$ cat src/rtl/i2s_tx_sched_if.sv
// i2s_tx_sched_if: valid/ready stereo sample stream into the I2S scheduler
//   master: drives s_valid, s_left, s_right; samples s_ready
//   slave:  samples s_valid, s_left, s_right; drives s_ready
interface i2s_tx_sched_if;
  logic        s_valid;
  logic        s_ready;
  logic [15:0] s_left;
  logic [15:0] s_right;
  modport master(output s_valid, s_left, s_right, input s_ready);
  modport slave(input s_valid, s_left, s_right, output s_ready);
endinterface

$ cat src/rtl/i2s_tx_sched.sv
// i2s_tx_sched: buffers stereo samples and feeds one pair per I2S frame to the transmitter
//   sclk, rst                   bit clock, sync active-high reset
//   enable, cfg_load/prescaler  stream control and prescaler load; cfg_err flags a rejected load
//   s (slave)                   upstream sample stream
//   lrclk                       slot indicator from the transmitter
//   tx_rst, prescaler,
//   left_chan, right_chan       transmitter controls and next-frame samples
//   fifo_level, running,
//   underrun, underrun_cnt      status
module i2s_tx_sched #(
  parameter int DEPTH            = 8,
  parameter int PRIME_LEVEL      = 2,
  parameter int HOLD_ON_UNDERRUN = 0
) (
  input  logic                     sclk,
  input  logic                     rst,
  input  logic                     enable,
  input  logic                     cfg_load,
  input  logic [15:0]              cfg_prescaler,
  output logic                     cfg_err,
  i2s_tx_sched_if.slave            s,
  input  logic                     lrclk,
  output logic                     tx_rst,
  output logic [15:0]              prescaler,
  output logic [15:0]              left_chan,
  output logic [15:0]              right_chan,
  output logic [$clog2(DEPTH):0]   fifo_level,
  output logic                     running,
  output logic                     underrun,
  output logic [15:0]              underrun_cnt
);
  localparam int AW = $clog2(DEPTH);
  localparam int LW = AW + 1;
  typedef enum logic [1:0] {IDLE, PRIME, RUN, DRAIN} state_t;
  state_t        state_q;
  logic [AW-1:0] wr_q, rd_q;
  logic [LW-1:0] level_q;
  logic [31:0]   mem_q [DEPTH];
  logic [15:0]   prescaler_q, left_q, right_q, ucnt_q;
  logic          lrclk_q, cfg_err_q, underrun_q;
  logic          fb, empty, push, pop, prime_go, streaming, cfg_ok;
  // right->left slot change: the transmitter has just latched left/right_chan
  assign fb        = lrclk_q & ~lrclk;
  assign empty     = level_q == '0;
  assign s.s_ready = level_q != LW'(DEPTH);
  assign push      = s.s_valid & s.s_ready;
  assign streaming = state_q == RUN || state_q == DRAIN;
  assign prime_go  = state_q == PRIME && enable && level_q >= LW'(PRIME_LEVEL);
  assign pop       = prime_go || (streaming && fb && !empty);
  assign cfg_ok    = cfg_prescaler >= 16'd1 && cfg_prescaler <= 16'd16;
  assign cfg_err      = cfg_err_q;
  assign tx_rst       = !streaming;
  assign running      = streaming;
  assign prescaler    = prescaler_q;
  assign left_chan    = left_q;
  assign right_chan   = right_q;
  assign fifo_level   = level_q;
  assign underrun     = underrun_q;
  assign underrun_cnt = ucnt_q;
  always_ff @(posedge sclk)
    if (push) mem_q[wr_q] <= {s.s_left, s.s_right};
  always_ff @(posedge sclk)
    if (rst) begin
      state_q     <= IDLE;
      wr_q        <= '0;
      rd_q        <= '0;
      level_q     <= '0;
      prescaler_q <= 16'd16;
      left_q      <= '0;
      right_q     <= '0;
      ucnt_q      <= '0;
      lrclk_q     <= 1'b1;
      cfg_err_q   <= 1'b0;
      underrun_q  <= 1'b0;
    end else begin
      lrclk_q    <= lrclk;
      wr_q       <= wr_q + AW'(push);
      rd_q       <= rd_q + AW'(pop);
      level_q    <= level_q + LW'(push) - LW'(pop);
      cfg_err_q  <= cfg_load && !(state_q == IDLE && cfg_ok);
      underrun_q <= state_q == RUN && fb && empty;
      if (cfg_load && state_q == IDLE && cfg_ok) prescaler_q <= cfg_prescaler;
      if (state_q == RUN && fb && empty && ucnt_q != '1) ucnt_q <= ucnt_q + 16'd1;
      // on an empty boundary RUN may hold the last pair; DRAIN always clears
      if (pop) {left_q, right_q} <= mem_q[rd_q];
      else if (fb && empty && (state_q == DRAIN || (state_q == RUN && HOLD_ON_UNDERRUN == 0)))
        {left_q, right_q} <= '0;
      case (state_q)
        IDLE:    state_q <= enable ? PRIME : IDLE;
        PRIME:   state_q <= !enable ? IDLE : prime_go ? RUN : PRIME;
        RUN:     state_q <= enable ? RUN : DRAIN;
        default: state_q <= (fb && empty) ? IDLE : enable ? RUN : DRAIN;
      endcase
    end
endmodule
$ cat src/flat_wrapper.sv
// flat-port wrapper written by rule: the top's interface ports become plain ports
module i2s_tx_sched_flat 
#(
  parameter int DEPTH            = 8,
  parameter int PRIME_LEVEL      = 2,
  parameter int HOLD_ON_UNDERRUN = 0
)
  (sclk, rst, enable, cfg_load, cfg_prescaler, cfg_err, lrclk, tx_rst, prescaler, left_chan, right_chan, fifo_level, running, underrun, underrun_cnt, s_s_valid, s_s_left, s_s_right, s_s_ready);
  i2s_tx_sched_if s_i ();
  input  logic sclk;
  input  logic rst;
  input  logic enable;
  input  logic cfg_load;
  input  logic [15:0] cfg_prescaler;
  output logic cfg_err;
  input  logic lrclk;
  output logic tx_rst;
  output logic [15:0] prescaler;
  output logic [15:0] left_chan;
  output logic [15:0] right_chan;
  output logic [$clog2(DEPTH):0] fifo_level;
  output logic running;
  output logic underrun;
  output logic [15:0] underrun_cnt;
  input wire logic [$bits(s_i.s_valid)-1:0] s_s_valid;
  input wire logic [$bits(s_i.s_left)-1:0] s_s_left;
  input wire logic [$bits(s_i.s_right)-1:0] s_s_right;
  output wire logic [$bits(s_i.s_ready)-1:0] s_s_ready;
  assign s_i.s_valid = s_s_valid;
  assign s_i.s_left = s_s_left;
  assign s_i.s_right = s_s_right;
  assign s_s_ready = s_i.s_ready;
  i2s_tx_sched #(.DEPTH(DEPTH), .PRIME_LEVEL(PRIME_LEVEL), .HOLD_ON_UNDERRUN(HOLD_ON_UNDERRUN)) u_core (.sclk(sclk), .rst(rst), .enable(enable), .cfg_load(cfg_load), .cfg_prescaler(cfg_prescaler), .cfg_err(cfg_err), .s(s_i), .lrclk(lrclk), .tx_rst(tx_rst), .prescaler(prescaler), .left_chan(left_chan), .right_chan(right_chan), .fifo_level(fifo_level), .running(running), .underrun(underrun), .underrun_cnt(underrun_cnt));
endmodule
$ cat config.mk
export PLATFORM = sky130hd
export DESIGN_NAME = i2s_tx_sched_flat
export DESIGN_NICKNAME = d
export VERILOG_FILES = /design/src/rtl/i2s_tx_sched_if.sv /design/src/rtl/i2s_tx_sched.sv /design/src/flat_wrapper.sv
export SDC_FILE = /design/constraint.sdc
export NUM_CORES = 1
export LEC_CHECK = 0
export CAP_MARGIN = 20
export CORE_MARGIN = 3
export CORE_UTILIZATION = 40
export DETAILED_ROUTE_END_ITERATION = 7
export GPL_TIMING_DRIVEN = 0
export SLEW_MARGIN = 20
export SYNTH_ARGS = -nofsm -noshare
export SYNTH_HDL_FRONTEND = slang
export SYNTH_SLANG_ARGS = --single-unit
$ cat constraint.sdc
create_clock -name sclk -period 6.8 [get_ports sclk]
set_input_delay 0.68 -clock sclk [delete_from_list [all_inputs] [get_ports sclk]]
set_output_delay 0.68 -clock sclk [all_outputs]
set_load 0.01 [all_outputs]
==> results of run 1 <==
worst max path at each step:
stage	endpoint	start
floorplan	u_core.mem_q[1][0]$_DFFE_PP_	s_s_valid
global placement	u_core.mem_q[0][0]$_DFFE_PP_	s_s_valid
detailed placement	u_core.mem_q[1][0]$_DFFE_PP_	s_s_valid
CTS	u_core.mem_q[1][3]$_DFFE_PP_	u_core.fifo_level[1]$_SDFF_PP0_
global route	u_core.mem_q[1][3]$_DFFE_PP_	u_core.fifo_level[1]$_SDFF_PP0_
finish	u_core.mem_q[1][0]$_DFFE_PP_	u_core.fifo_level[1]$_SDFF_PP0_
cell families (layout without fill, tap and decap cells):
kind of cell,after synthesis,after routing,share of synthesized area [%]
DFF,335,335,72.7
and+or+nand+nor,122,122,5.61
muxes,107,107,14.7
AOI/OAI and AO/OA,66,66,3.90
buffers and inverters,45,257,1.50
adders and majority gates,12,12,1.24
xor gates and xnor gates,5,5,0.343
area by class of cell:
class                           instances  share of cell area (%)
Clock inverter                         16                    1.02
Buffer                                 32                   0.887
Clock buffer                           50                    6.45
Timing Repair Buffer                  146                    9.76
Tap cell                              396                    3.08
Multi-Input combinational cell        312                    20.8
Sequential cell                       335                    57.7
Inverter                               13                   0.304
worst reg2reg max path, cell delays in order (launching register included):
cell and delay (ns):
dfxtp_1 0.54, nor2_1 0.09, a21boi_0 0.49, nand2_1 0.35, nor3_2 0.37, buf_4 0.24, buf_6 0.15, buf_4 0.20
buf_6 0.16
per-stage QoR:
step / TNS [ns] / std cells / utilization, % / setup WS, ns / hold slack, ns
2_1_floorplan: 0 / 692 / - / 2.94 / 0.479
3_3_place_gp: -13.76 / 1214 / 46.8 / -0.236 / 0.441
3_5_place_dp: 0 / 1234 / 48.0 / 3.36 / 0.444
4_1_cts: 0 / 1300 / 51.9 / 3.85 / 0.462
5_1_grt: 0 / 1300 / 51.9 / 3.61 / 0.475
6_report: 0 / 1300 / 51.9 / 3.94 / 0.457
registers in the layout (all words and copies together), names as in the netlist:
name / flops
u_core.mem_q: 256
u_core.cfg_err: 1
u_core.underrun: 1
u_core.right_chan: 16
u_core.underrun_cnt: 16
u_core.state_q: 2
u_core.lrclk_q: 1
u_core.prescaler: 16
u_core.wr_q: 3
u_core.rd_q: 3
u_core.fifo_level: 4
u_core.left_chan: 16
placed cells by master (no fill, tap or decap), drive strengths merged, types with 4 or more instances in the layout:
cell type / n
nor3: 6
mux2i: 38
edfxtp: 256
nor4: 5
ha: 11
o2bb2ai: 32
nand2: 20
mux2: 5
clkbuf: 68
nor2b: 11
and4: 4
clkdlybuf4s50: 126
inv: 14
or4: 8
o21ai: 4
nand3: 5
dfxtp: 79
o31ai: 8
and2: 11
nor2: 27
a21oi: 15
clkinv: 12
mux4: 64
buf: 33
nand4: 9
Yosys cell counts (all sizes together), types with 2 or more instances:
master	n
a21oi	15
nor4	5
and3	2
nor3	6
nand2b	3
o31ai	8
nor2b	11
mux2	5
xnor2	3
o2bb2ai	32
buf	13
dfxtp	79
nand4	9
nand3	5
xor2	2
and4	4
o21ai	4
or2	3
or4	8
clkbuf	18
ha	11
inv	13
and4bb	2
edfxtp	256
and2	11
mux2i	38
nor2	27
mux4	64
nand2	20
nand3b	2
layer usage:
metal	vias to the layer above	wire length (um)
met3	40	1210
met2	147	13000
li1	3152	-
met4	2	437
met1	3442	12300
met5	-	13
power groups by stage:
stage,Clock (W),Combinational [W],Sequential [W]
2_1_floorplan,0,0.000304,0.00241
6_report,0.00195,0.000545,0.00237
3_3_place_gp,0,0.000509,0.00242
3_5_place_dp,0,0.000557,0.00241
4_1_cts,0.00200,0.000559,0.00237
5_1_grt,0.00209,0.000606,0.00238
==> key figures, run 1 <==
Clock network
  – Clock transition at path regs: 0.06 ns
  – CTS tree: built
  – Num CTS Buffers: 37
  – H-tree lvl count: 2
  – Clock sinks: 335
  – Clk buf depth: 3
  – # hold bufs at CTS: 0
  – PostCTS Resize Cnt: 0
  – Root Buffer: clkbuf_16
  – Post-CTS setup repair buffer count: 0
  – Worst skew pair latency: 0.51 ns

Floorplan
  – Num rows: 64
  – DIE HEIGHT: 185 um
  – Die area: 34100 sq um
  – Core Footprint: 31000 sq um
  – Top Ports: 127
  – Chip width: 185 um
  – Initial Utilization: 41.2%

Drt
  – Via density: 5.22
  – Vias: 6783
  – WL/cell: 20.8 um
  – 1st-iter DRT viols: 511
  – TritonRoute pass-1 iters: 4
  – Post-Route WL: 27000 um
  – DRC: 0
  – ANT nets after route: 0

Power and ir drop
  – Combinational Power Share: 11.2%
  – Leakage: 5.13 nW
  – Net Sw Frac: 22.4%
  – Maximum vdd ir drop: 191 uV
  – Sequential power share: 48.6%
  – Cell Pwr Density: 303 nW/um^2
  – Clock share of power: 40.2%
  – Design Power: 0.00487 W
  – Int Pwr: 0.00378 W
  – NetSw: 0.00109 W

Layout
  – Area of the multi-input gates: 3350 sq um
  – Fillers: 2478
  – Post-route cell area: 16100 sq um
  – Nets: 943
  – Share of cells above drive strength 1: 18.9%
  – Area growth from synthesis to layout: 26.0%
  – Antenna Cells: 0
  – Register area: 9270 sq um

Placed design
  – Post-detail-place hpwl: 17500 um
  – I/O Buffers: 126
  – Placed inst area: 14900 sq um
  – Final GP Congestion: 0.749

Worst setup path
  – Worst EP required: 7.03 ns
  – Buf+Inv Stages, Crit Path: 4
  – Kind of critical path: flip-flop to flip-flop
  – CP top delay family: simple AND/OR/NAND/NOR gates
  – RR Startpoint: u_core.fifo_level[1]$_SDFF_PP0_
  – Worst-path maximum fanout: 9
  – Critical path endpoint category: flip-flop
  – WP depth: 8
  – CP peak stage delay: 0.54 ns
  – Critical path's slowest cell: dfxtp_1
  – Flop2flop setup slack: 3.94 ns
  – CP Launch Type: flip-flop
  – Cell breakdown of the critical path: nor2_1 -> a21boi_0 -> nand2_1 -> nor3_2 -> buf_4 -> buf_6 -> buf_4 -> buf_6
  – R2R cell count: 8
  – WP data arrival: 3.09 ns
  – Worst R2R End: u_core.mem_q[1][0]$_DFFE_PP_

GRT
  – Total gr overflow: 0
  – Met1 Use GR: 23.2%
  – Met2 global-route usage: 25.9%
  – Initial antenna violation count: 1
  – Global-route wire length before repair: 42000 um
  – GRT Total Usage: 16.2%
  – M3 GR Usage: 2.82%
  – Largest net degree at the start of global routing: 21
  – Vias in the first global route: 6965
  – GR peak layer: met2

STA
  – FMAX: 0.350 GHz
  – Setup violators final: 0
  – Final hold violations: 0
  – Slew Limit Fails: 0
  – RSZ-0062 raised after global routing: no
  – Max transition margin: 34.7%
  – Measured slew at the worst slew-check pin: 0.980 ns
  – Tmin final: 2.86 ns
  – Final period utilization: 42.1%
  – Clock Skew: 0.0230 ns

Yosys
  – Syn. warnings: 0
  – Synth Register Bits: 335
  – Yosys top cell by area: edfxtp_1
  – Synth top area share: 60.3%
  – Predominant post-synthesis flop cell: edfxtp_1
  – Post-Syn Area: 12800 sq um
  – Sequential area share after synthesis: 72.7%
  – Async SR Flop Fraction: 0%
  – Distinct cells, synth: 49
  – Area contributors post-synth: edfxtp_1, dfxtp_1, mux4_2
  – Syn_nets: 758
  – Number of synthesized flops with an enable pin: 256
  – Syn_area_per_cell: 18.4 sq um
  – Cells after Synth: 692

Run status
  – Status: complete, no violations

Hold path
  – Worst hold path type: flip-flop to flip-flop
  – Hold Startpoint: u_core.prescaler[8]$_SDFFE_PP0P_
  – Min-Delay Endpoint: u_core.prescaler[8]$_SDFFE_PP0P_
  – Hold Path Stages: 1

Run
  – MaxCap Viol Count: 0
Power figures use the tool's default switching activity.
==> inputs of run 2 (changes only) <==
==> constraint.sdc (replaced) <==
create_clock -name sclk -period 2.7 [get_ports sclk]
set_input_delay 0.27 -clock sclk [delete_from_list [all_inputs] [get_ports sclk]]
set_output_delay 0.27 -clock sclk [all_outputs]
set_load 0.01 [all_outputs]
==> key figures, run 2 (synthesis gave the netlist of run 1 again) <==
Clock network
  – CTS tree: built
  – Clock transition at path regs: 0.06 ns (about the same)
  – Clk buf depth: 3 (unchanged)
  – Num CTS Buffers: 37 (unchanged)
  – H-tree lvl count: 2 (unchanged)
  – Worst skew pair latency: 0.52 ns (about the same)
  – Clock sinks: 335 (unchanged)
  – Root Buffer: clkbuf_16

STA
  – Max transition margin: 35.5% (+0.86 points)
  – Slew Limit Fails: 0 (unchanged)
  – Measured slew at the worst slew-check pin: 0.967 ns (-0.0130 ns)
  – FMAX: 0.413 GHz (+18%)
  – Final setup margin: 0.279 ns (-3.66 ns)
  – Hold Slack: 0.358 ns (-0.0997 ns)
  – Clock Skew: 0.0216 ns (-0.00139 ns)
  – Final hold violations: 0 (unchanged)
  – Setup TNS: 0 ns (unchanged)
  – Tmin final: 2.42 ns (-0.440 ns)
  – Setup violators final: 0 (unchanged)
  – RSZ-0062 raised after global routing: no
  – Final period utilization: 89.7% (+48 points)

Drt
  – Via density: 5.24 (+0.49%)
  – DRC: 0 (unchanged)
  – Vias: 6848 (+0.96%)
  – WL/cell: 21.0 um (+1.2%)
  – 1st-iter DRT viols: 576 (+13%)
  – TritonRoute pass-1 iters: 6 (+2)
  – Post-Route WL: 27500 um (+1.7%)
  – ANT nets after route: 0 (unchanged)

Layout
  – Most flop-heavy register: u_core.mem_q
  – Nets: 947 (+0.42%)
  – Max FFs per register: 256 (unchanged)
  – Commonest non-fill, non-tap cell in the layout: edfxtp_1
  – Area of the multi-input gates: 3360 sq um (+0.49%)
  – Most frequent cells in the layout: edfxtp_1, clkdlybuf4s50_1, dfxtp_1
  – Non-Filler Instances: 1306 (+0.46%)
  – Fillers: 2446 (-1.3%)
  – Area growth from synthesis to layout: 27.6%
  – Post-route cell area: 16300 sq um (+1.2%)
  – Share of cells above drive strength 1: 19.9% (+1.0 points)
  – Register area: 9270 sq um (unchanged)

Worst setup path
  – Worst-path maximum fanout: 4 (-5)
  – Kind of critical path: flip-flop to flip-flop
  – CP Launch Type: flip-flop
  – Critical path's slowest cell: fa_1
  – Worst EP required: 3.07 ns (-3.96 ns)
  – Cell breakdown of the critical path: inv_1 -> ha_1 -> nor2b_1 -> nor2_1 -> nand2_1 -> a21oi_2 -> ha_1 -> inv_1 -> ha_1 -> inv_1 -> fa_1 -> xor2_1 -> nor2_1
  – WP data arrival: 2.79 ns (-0.30 ns)
  – Critical path endpoint category: flip-flop
  – CP peak stage delay: 0.39 ns (-0.15 ns)

GRT
  – Total gr overflow: 0 (unchanged)
  – GRT Total Usage: 16.5% (+0.27 points)
  – Global-route wire length before repair: 42200 um (+0.64%)
  – Vias in the first global route: 7005 (+0.57%)
  – Initial antenna violation count: 0 (-1)
  – Largest net degree at the start of global routing: 20 (-4.8%)

Floorplan
  – Chip width: 185 um (unchanged)
  – Die area: 34100 sq um (unchanged)
  – Initial Utilization: 41.2% (unchanged)
  – Core Footprint: 31000 sq um (unchanged)
  – Num rows: 64 (unchanged)
  – Top Ports: 127 (unchanged)
  – DIE HEIGHT: 185 um (unchanged)

Run
  – MaxCap Viol Count: 0 (unchanged)

Placed design
  – Final GP Congestion: 0.749 (about the same)
  – Pre-CTS setup slack: -0.163 ns (-3.52 ns)
  – I/O Buffers: 126 (unchanged)
  – Dpl cells: 1229 (-0.41%)
  – Post-detail-place hpwl: 17500 um (+0.34%)
  – Placed inst area: 14900 sq um (+0.19%)

Run status
  – Status: complete, no violations

Power and ir drop
  – Cell Pwr Density: 768 nW/um^2 (+150%)
  – Maximum vdd ir drop: 463 uV (+140%)
  – Leakage: 5.20 nW (+1.5%)

Hold path
  – Worst hold path type: primary input to flip-flop
-- run 2: area by class of cell --
type	count	area share [%]
Sequential cell	335	57.0
Multi-Input combinational cell	312	20.7
Timing Repair Buffer	150	10.4
Clock buffer	50	6.37
Tap cell	396	3.04
Clock inverter	17	1.38
Buffer	32	0.877
Inverter	13	0.300
Antenna cell	1	0.0154
-- run 2: what timing repair did --
action / in CTS / in global routing
resized for setup: 0 / 2
endpoints found under the setup margin: 71 / 90
pin swaps: 6 / 3
hold buffers: 0 / 0
setup buffers: 6 / 3
-- run 2: power by group --
part           internal (W)  switching [W]
clock               0.00318        0.00193
combinational      0.000711       0.000711
sequential          0.00585       0.000114
total               0.00974        0.00276
-- run 2: layer usage --
layer	vias to the layer above	global-route usage (%)	part of all wire (%)
met5	-	0	0
met4	0	4.38	1.8
met3	39	2.76	3.9
met2	135	27.4	50
met1	3514	22.6	45
li1	3160	-	-
-- run 2: worst paths after layout --
check	startpoint	slack, ns	to	depth (start not counted)
hold reg to reg	u_core.prescaler[2]$_SDFFE_PP0P_	0.46	u_core.prescaler[2]$_SDFFE_PP0P_	2
setup reg to reg	u_core.fifo_level[2]$_SDFF_PP0_	0.28	u_core.fifo_level[2]$_SDFF_PP0_	13
setup / recovery	u_core.fifo_level[2]$_SDFF_PP0_	0.28	u_core.fifo_level[2]$_SDFF_PP0_	13
hold / removal	cfg_prescaler[1]	0.36	u_core.prescaler[1]$_SDFFE_PP0P_	3
-- run 2: worst max-delay path, delay by kind of cell (launching register included) --
family / cells / cell delay (ns)
and+or+nand+nor: 4 / 0.43
DFF: 1 / 0.32
buffers and inverters: 3 / 0.20
xor gates and xnor gates: 1 / 0.14
adders and majority gates: 4 / 1.04
AOI/OAI and AO/OA: 1 / 0.18
-- run 2: per-stage QoR --
step	power, W	utilization (%)
2_1_floorplan	0.00684	-
3_5_place_dp	0.00749	48.1
4_1_cts	0.0127	52.4
5_1_grt	0.0130	52.5
6_report	0.0125	52.5
3_3_place_gp	0.00737	46.9
